--- src/rtl/register_bank_rf.sv ---
// register_bank_rf: NREGS x WIDTH register file with one one-hot write port,
// two registered read ports (write-to-read bypass) and a per-register busy
// scoreboard for the issue stage.
// Ports:
//   clk, rst_n              clock, asynchronous active-low reset
//   we, wsel, din           write enable, one-hot register select, write data
//   re_a/raddr_a/dout_a/vld_a  read port A (1-cycle latency)
//   re_b/raddr_b/dout_b/vld_b  read port B (1-cycle latency)
//   issue_en, issue_addr    mark a register busy
//   busy                    scoreboard, bit i = write pending on register i
//   sel_err                 sticky flag for a write with a multi-hot wsel
module register_bank_rf #(
    parameter int unsigned WIDTH   = 32,
    parameter int unsigned NREGS   = 16,
    parameter bit          ZERO_R0 = 1'b0,
    localparam int unsigned AW     = $clog2(NREGS)
) (
    input  logic             clk,
    input  logic             rst_n,
    input  logic             we,
    input  logic [NREGS-1:0] wsel,
    input  logic [WIDTH-1:0] din,
    input  logic             re_a,
    input  logic [AW-1:0]    raddr_a,
    input  logic             re_b,
    input  logic [AW-1:0]    raddr_b,
    output logic [WIDTH-1:0] dout_a,
    output logic [WIDTH-1:0] dout_b,
    output logic             vld_a,
    output logic             vld_b,
    input  logic             issue_en,
    input  logic [AW-1:0]    issue_addr,
    output logic [NREGS-1:0] busy,
    output logic             sel_err
);

    logic [WIDTH-1:0] regs_q [NREGS];
    logic [WIDTH-1:0] regs_d [NREGS];
    logic [WIDTH-1:0] dout_a_q, dout_a_d, dout_b_q, dout_b_d;
    logic             vld_a_q, vld_a_d, vld_b_q, vld_b_d;
    logic [NREGS-1:0] busy_q, busy_d;
    logic             sel_err_q, sel_err_d;

    logic             wsel_multi;
    logic             wsel_onehot;
    logic [NREGS-1:0] wr_mask;
    logic             a_ok, b_ok, i_ok;
    logic             issue_ok;
    logic [WIDTH-1:0] rd_a, rd_b;

    // Address range checks only exist when NREGS is not a power of two
    if (NREGS == (1 << AW)) begin : g_full_range
        assign a_ok = 1'b1;
        assign b_ok = 1'b1;
        assign i_ok = 1'b1;
    end else begin : g_part_range
        assign a_ok = (raddr_a    < AW'(NREGS));
        assign b_ok = (raddr_b    < AW'(NREGS));
        assign i_ok = (issue_addr < AW'(NREGS));
    end

    // x & (x-1) is nonzero exactly when two or more bits are set
    assign wsel_multi  = |(wsel & (wsel - NREGS'(1)));
    assign wsel_onehot = (wsel != '0) && !wsel_multi;

    // Mask of the register actually written this edge (empty on error/drop)
    always_comb begin
        wr_mask = '0;
        if (we && wsel_onehot) begin
            wr_mask = wsel;
        end
        if (ZERO_R0) begin
            wr_mask[0] = 1'b0;
        end
    end

    // Storage next state
    always_comb begin
        for (int i = 0; i < NREGS; i++) begin
            regs_d[i] = regs_q[i];
            if (wr_mask[i]) begin
                regs_d[i] = din;
            end
        end
    end

    // Read muxes with bypass; bypass follows wr_mask so dropped writes never forward
    always_comb begin
        rd_a = regs_q[raddr_a];
        if (!a_ok || (ZERO_R0 && (raddr_a == '0))) begin
            rd_a = '0;
        end else if (wr_mask[raddr_a]) begin
            rd_a = din;
        end

        rd_b = regs_q[raddr_b];
        if (!b_ok || (ZERO_R0 && (raddr_b == '0))) begin
            rd_b = '0;
        end else if (wr_mask[raddr_b]) begin
            rd_b = din;
        end

        dout_a_d = re_a ? rd_a : dout_a_q;
        dout_b_d = re_b ? rd_b : dout_b_q;
        vld_a_d  = re_a;
        vld_b_d  = re_b;
    end

    // Scoreboard: clear on write, then set on issue so set wins
    always_comb begin
        issue_ok = issue_en && i_ok && !(ZERO_R0 && (issue_addr == '0));
        for (int i = 0; i < NREGS; i++) begin
            busy_d[i] = (busy_q[i] & ~wr_mask[i]) |
                        (issue_ok & (issue_addr == AW'(i)));
        end
        sel_err_d = sel_err_q | (we & wsel_multi);
    end

    always_ff @(posedge clk or negedge rst_n) begin
        if (!rst_n) begin
            for (int i = 0; i < NREGS; i++) begin
                regs_q[i] <= '0;
            end
            dout_a_q  <= '0;
            dout_b_q  <= '0;
            vld_a_q   <= 1'b0;
            vld_b_q   <= 1'b0;
            busy_q    <= '0;
            sel_err_q <= 1'b0;
        end else begin
            for (int i = 0; i < NREGS; i++) begin
                regs_q[i] <= regs_d[i];
            end
            dout_a_q  <= dout_a_d;
            dout_b_q  <= dout_b_d;
            vld_a_q   <= vld_a_d;
            vld_b_q   <= vld_b_d;
            busy_q    <= busy_d;
            sel_err_q <= sel_err_d;
        end
    end

    assign dout_a  = dout_a_q;
    assign dout_b  = dout_b_q;
    assign vld_a   = vld_a_q;
    assign vld_b   = vld_b_q;
    assign busy    = busy_q;
    assign sel_err = sel_err_q;

endmodule

--- config.mk ---
export PLATFORM = sky130hd
export DESIGN_NAME = register_bank_rf
export DESIGN_NICKNAME = d
export VERILOG_FILES = /design/src/rtl/register_bank_rf.sv
export SDC_FILE = /design/constraint.sdc
export NUM_CORES = 1
export LEC_CHECK = 0
export CORE_MARGIN = 2
export CORE_UTILIZATION = 45
export DETAILED_ROUTE_END_ITERATION = 8
export GPL_TIMING_DRIVEN = 0
export PLACE_DENSITY = 0.73
export SLEW_MARGIN = 0
export SYNTH_ARGS = -nofsm -noshare
export SYNTH_HDL_FRONTEND = slang
export SYNTH_SLANG_ARGS = --single-unit
--- constraint.sdc ---
create_clock -name clk -period 3 [get_ports clk]
set_clock_uncertainty 0.1 [all_clocks]
set_input_delay 0.9 -clock clk [delete_from_list [all_inputs] [get_ports clk]]
set_output_delay 0.9 -clock clk [all_outputs]
set_load 0.01 [all_outputs]
==> results of run 1 <==
==> power by group through the flow <==
stage	clock (uW)	sequential (uW)	combinational [uW]
floorplan	0	8380	609
global placement	0	8360	1410
detailed placement	0	8340	1450
CTS	8480	8190	1470
global route	8810	8200	1570
finish	8400	8190	1480
==> metrics by stage <==
stage / utilization [%] / power (uW) / setup TNS (ps) / cells
6_report: 54.2 / 18100 / -3.09 / 3155
5_1_grt: 54.2 / 18600 / -342 / 3155
2_1_floorplan: - / 8990 / -36680 / 1947
4_1_cts: 53.3 / 18100 / 0 / 3121
3_5_place_dp: 49.4 / 9790 / -757970 / 2991
3_3_place_gp: 49.2 / 9770 / - / 2986
==> worst register-to-register path, delay by kind of cell, from the launching register on <==
family / cells / cell delay [ps]
AOI/OAI and AO/OA: 2 / 460
DFF: 1 / 400
muxes: 2 / 980
==> synth_stat cells (2+ instances only) <==
master    number
buf_6         16
mux2_1       377
mux2_2       140
mux2i_1       64
a211oi_1       2
nand2b_1       2
a211oi_2       2
nor2_1        69
clkbuf_1     130
a32o_1         4
buf_4         30
nand3_1        5
nand2_1       18
and3_1         2
nand4_1        2
nand3b_1       2
o31ai_1        3
nand3_4       13
and4_1         2
dfrtp_1      595
a21oi_1       63
a311oi_1       2
buf_1         22
o21ai_0       12
inv_1          5
mux4_2       328
or3_1          2
buf_2         16
==> sequential cells by signal (all words and copies together) (netlist names) <==
name / count
busy: 16
regs_q: 512
dout_b: 32
sel_err: 1
dout_a: 32
vld_b: 1
vld_a: 1
==> cell usage in the layout, fill, tap and decap left out, types with 4 or more instances in the layout <==
cell type,count
a21oi_1,55
a21oi_2,8
a32o_1,4
buf_12,18
buf_16,9
buf_2,18
buf_4,68
buf_6,20
buf_8,12
bufinv_16,5
clkbuf_1,101
clkbuf_16,75
clkbuf_2,28
clkbuf_4,14
clkbuf_8,13
clkdlybuf4s50_1,91
clkinv_2,10
dfrtp_1,595
inv_1,5
mux2_1,324
mux2_2,140
mux2_4,53
mux2i_1,48
mux2i_2,6
mux2i_4,10
mux4_2,328
nand2_1,18
nand3_4,13
nor2_1,67
o21ai_0,11
==> per-layer routing <==
layer	global-route usage, %	part of all wire (%)
met1	38.4	40
met2	42.7	46
met3	7.54	10
met4	11.7	3.9
met5	0	0.056
==> cells by family (layout without fill, tap and decap cells) <==
family          count (synthesis)  count (layout)  share of synthesized area, %
other cells                     0               1                             0
mux                           909             909                          44.5
buf+inv                       220             496                          3.46
fa+ha+maj                       1               1                        0.0321
simple gates                  124             124                          2.39
flops                         595             595                          47.8
compound gates                 98              98                          1.85
==> final timing paths <==
check | cells past startpoint | slack, ps | end | startpoint
max | 11 | -3 | regs_q[77] | wsel[9]
min | 1 | 140 | dout_b[7] | rst_n
max reg2reg | 4 | 890 | dout_b[30] | regs_q[30]
min reg2reg | 2 | 380 | busy[11] | busy[11]
max in group asynchronous | 3 | 1090 | regs_q[250] | rst_n
min in group clk | 2 | 380 | busy[11] | busy[11]
==> cell type report <==
type	instances	area (um^2)
multi-input cells	1132	15600
inverters	6	22.5
well taps	931	1160
clock inverters	18	233
diodes	1	2.50
clock buffers	97	1980
fillers	5389	31400
flip-flops and latches	595	14900
repair buffers	161	1720
plain buffers	214	1540
==> repair_timing <==
item,CTS,global route
setup endpoints to repair,592,505
cloned,3,5
pin swaps,8,15
hold endpoints to repair,0,0
gates resized for setup,166,103
setup buffers,12,29
==> results.ini, run 1 <==
[synthesis]
yosys.area.top_type=dfrtp_1
yosysSeqAreaShare_pct=47.8
synth_fp_nets=2013
ys.flop_type=dfrtp_1
ys_async_sr_fraction_pct=100
synth_area_leaders=dfrtp_1, mux4_2, mux2_1
synthesis.area_um2=31100
synth_warnings=0
ys_seq_elements=595
synth_cell_types=47
synth_edf_count=0
yosys.area.top_type_share_pct=47.8
synth_cells=1947
post_synth.cell_area_avg_um2=16.0

[power_and_ir_drop]
pwr-share-seq_pct=45.3
power.internal_uw=13700
power.leakage_uw=0.0171
power_per_cell_area_nw_per_um2=486
power.share.combinational_pct=8.2
p_switching_uw=4400
pwr-share-clk_pct=46.5
vdd_drop_max_v=0.000450
swShare_pct=24.3

[drt]
wirelength_um=99400
drc_errors=0
dr.pass1.iters=7
ant_nets=0
wire_per_inst_um=31.5
viasPerCell=6.51
routed-via-count=20524
detail_route.iter0.violations=2149

[sta]
setup_ws_ps=-3.09
setup_viol=1
slew_viol_final=0
rsz0062_at_grt=yes
worstMarginPinSlew_ps=1180
fmax_mhz=333
fin_crit_ps=3000
holdWs_ps=145
hold_viol=0
timing.final.crit_share_pct=100
slew_headroom_pct=21.4

[cells_and_area]
drive_gt1_share_pct=39.0
syn_to_final_growth_pct=19.3
final_cell_area_um2=37200
nets=2243

[setup_path]
cpPeakStageDelay_ps=440
arrival_ps=3370
cp_top_family=buffers and inverters
crit_top_cell=buf_8
path_buf_inv=5
crit_required_ps=3370
path_cells=clkdlybuf4s15_2 -> nor2_2 -> nand4_1 -> or3b_4 -> a211oi_4 -> buf_4 -> buf_8 -> nand3_4 -> buf_12 -> buf_8 -> mux2_1
start_kind=input pin
crit_slowest_cell=or3b_4
crit_type=input pin to register
cp_max_fo=10
end_kind=register

[global_route]
grt_pass1_vias=21407
grt_overflow=0
grt_usage_pct=28.1
grt_pass1_wl_um=145000
grt_max_degree=127
grt_antenna_before_repair=7

[floorplan]
die_h_um=267
floorplan.die_area_um2=71300
ios=149
num_rows=96
initial_core_util_pct=45.4
die_x_um=267
core_um2=68600

[cts]
clk_latency_ps=590
htreeDepth=3
cts_made_buffers=67
cts_buffer_depth=3
cts.sinks=595
hold_buffers=0
cts_tree=built
cts_root_buffer=clkbuf_16
clkSlewWorstSetupHoldPaths_ps=60

[placement]
routabilityCongestion=0.858
numPortBuffers=108
pre_cts_ws_ps=-1710
hpwl_um=61900
placed_area_um2=33900

[outcome]
run_status=finished with violations
violations=negative setup slack

[job]
maxCapViolations=0

[min_path]
holdCritPathClass=input pin to asynchronous set/reset pin

Note: power is estimated with default switching activity, not from simulation.
==> inputs of run 2 (changes only) <==
clock period = 3.58 ns   (was 3 ns; I/O delays follow)
==> run 2 against run 1 <==
  * The flow now finishes without violations
  * Largest cell class unchanged
  * Worst hold slack better by 190 ps
  * Setup slack better by 23 ps
  * Critical path type unchanged
  * Die area stayed put
==> results.ini, run 2 (same netlist as run 1, synthesis figures left out) <==
[cts]
cts_tree=built
clk_latency_ps=630
cts_root_buffer=clkbuf_16
clkSlewWorstSetupHoldPaths_ps=60
cts_made_buffers=67
hold_buffers=0
cts.sinks=595
htreeDepth=3
cts_buffer_depth=3

[cells_and_area]
nets=2202
final_common_cell=dfrtp_1
top_register=regs_q
final_cell_mix=dfrtp_1, mux2_1, mux4_2
fillers=5528
syn_to_final_growth_pct=16.2
final_cell_area_um2=36200
drive_gt1_share_pct=33.9
largest_register_ffs=512

[setup_path]
crit_start=wsel[2]
path_cells=dlygate4sd2_1 -> nor4_4 -> nand4_1 -> or3b_4 -> a211oi_4 -> nor4b_4 -> buf_6 -> buf_12 -> mux2i_2 -> a21oi_1
crit_required_ps=3950
cpPeakStageDelay_ps=450
path_buf_inv=3
start_kind=input pin
r2r_start=regs_q[30]
cp_top_family=simple AND/OR/NAND/NOR gates
crit_type=input pin to register
end_kind=register
crit_slowest_cell=or3b_4
arrival_ps=3930
cp_max_fo=10

[sta]
rsz0062_at_grt=yes
worstMarginPinSlew_ps=1370
hold_viol=0
slew_headroom_pct=8.52
holdWs_ps=335
timing.final.crit_share_pct=99.5
setup_viol=0
slew_viol_final=0
fmax_mhz=281
fin_crit_ps=3560

[drt]
wire_per_inst_um=31.6
detail_route.iter0.violations=2377
viasPerCell=6.56
drc_errors=0
dr.pass1.iters=5
wirelength_um=98600
routed-via-count=20472
ant_nets=0

[power_and_ir_drop]
power.share.combinational_pct=8.1
swShare_pct=24.7
power.leakage_uw=0.0166
pwr-share-clk_pct=46.8
power_per_cell_area_nw_per_um2=421
vdd_drop_max_v=0.000361
pwr-share-seq_pct=45.1
power.internal_uw=11500
p_switching_uw=3770

[global_route]
grt_pass1_vias=21240
grt_usage_pct=28.1
grt_max_degree=124
grt_antenna_before_repair=14
grt_overflow=0
grt_pass1_wl_um=144000

[floorplan]
num_rows=96
die_h_um=267
initial_core_util_pct=45.4
die_x_um=267
floorplan.die_area_um2=71300
core_um2=68600
ios=149

[placement]
hpwl_um=61900
numPortBuffers=108
routabilityCongestion=0.944
placed_area_um2=33500

[min_path]
holdCritPathClass=input pin to asynchronous set/reset pin

[outcome]
run_status=finished clean

[job]
maxCapViolations=0

## run 2: changes by cell type in the layout (fill, tap and decap cells not counted), sizes merged, moves of 4 or more
cell	delta
clkinv	+4
clkdlybuf4s15	+16
clkbuf	-5
buf	-68
dlygate4sd2	+10
inv	+5
## run 2: worst reg2reg max path, cell delays in order, from the launching register on
cell and delay, ps:
dfrtp_1 400, mux4_2 470, mux4_2 520, a2111oi_0 370, a311oi_1 90
## run 2: final timing paths
check	endpoint	slack [ps]	depth (start not counted)
worst max-delay path	dout_a[29]	20	10
worst min-delay path	dout_b[6]	340	1
worst max register to register	dout_b[30]	1470	4
worst min register to register	busy[3]	380	2
max in group asynchronous	busy[15]	1490	3
min in group clk	busy[3]	380	2
## run 2: metal layers
layer	track usage, %	vias up	wire length, um
met1	37.1	11037	38000
met2	42.9	1175	45800
li1	-	7938	-
met5	0	-	146
met3	8.65	300	10300
met4	12.5	22	4360
## run 2: what timing repair did
action / CTS / global route
pin swaps: 3 / 3
resized for setup: 86 / 66
setup endpoints to repair: 554 / 395
buffers inserted: 5 / 1
cloned: 0 / 0
## run 2: layout make-up
class	count	area (um^2)	share of cell area, %
buffer	214	1290	3.57
sequential	595	14900	41.2
clock buffer	95	2000	5.54
multi-input combinational	1132	15300	42.2
antenna	3	7.51	0.0207
clock inverter	25	263	0.726
tap	931	1160	3.22
inverter	6	22.5	0.0622
timing repair buffer	120	1270	3.50
## run 2: power groups by stage
stage	combinational [uW]	clock, uW	sequential [uW]
CTS	1220	7200	6870
global route	1300	7450	6870
finish	1230	7130	6870
global placement	1170	0	7010
detailed placement	1210	0	6990
floorplan	499	0	7020
## run 2: through the flow
step,power (uW),utilization [%],setup slack (ps),setup TNS [ps],instances
final,15200,52.8,19.5,0,3121
after CTS,15300,52.6,-2.71,-2.71,3116
after floorplan,7520,-,69.7,0,1947
after detailed placement,8190,48.9,-1250,-516030,2991
after global routing,15600,52.7,-45.3,-221,3119
after global placement,8170,48.7,-24370,-,2986
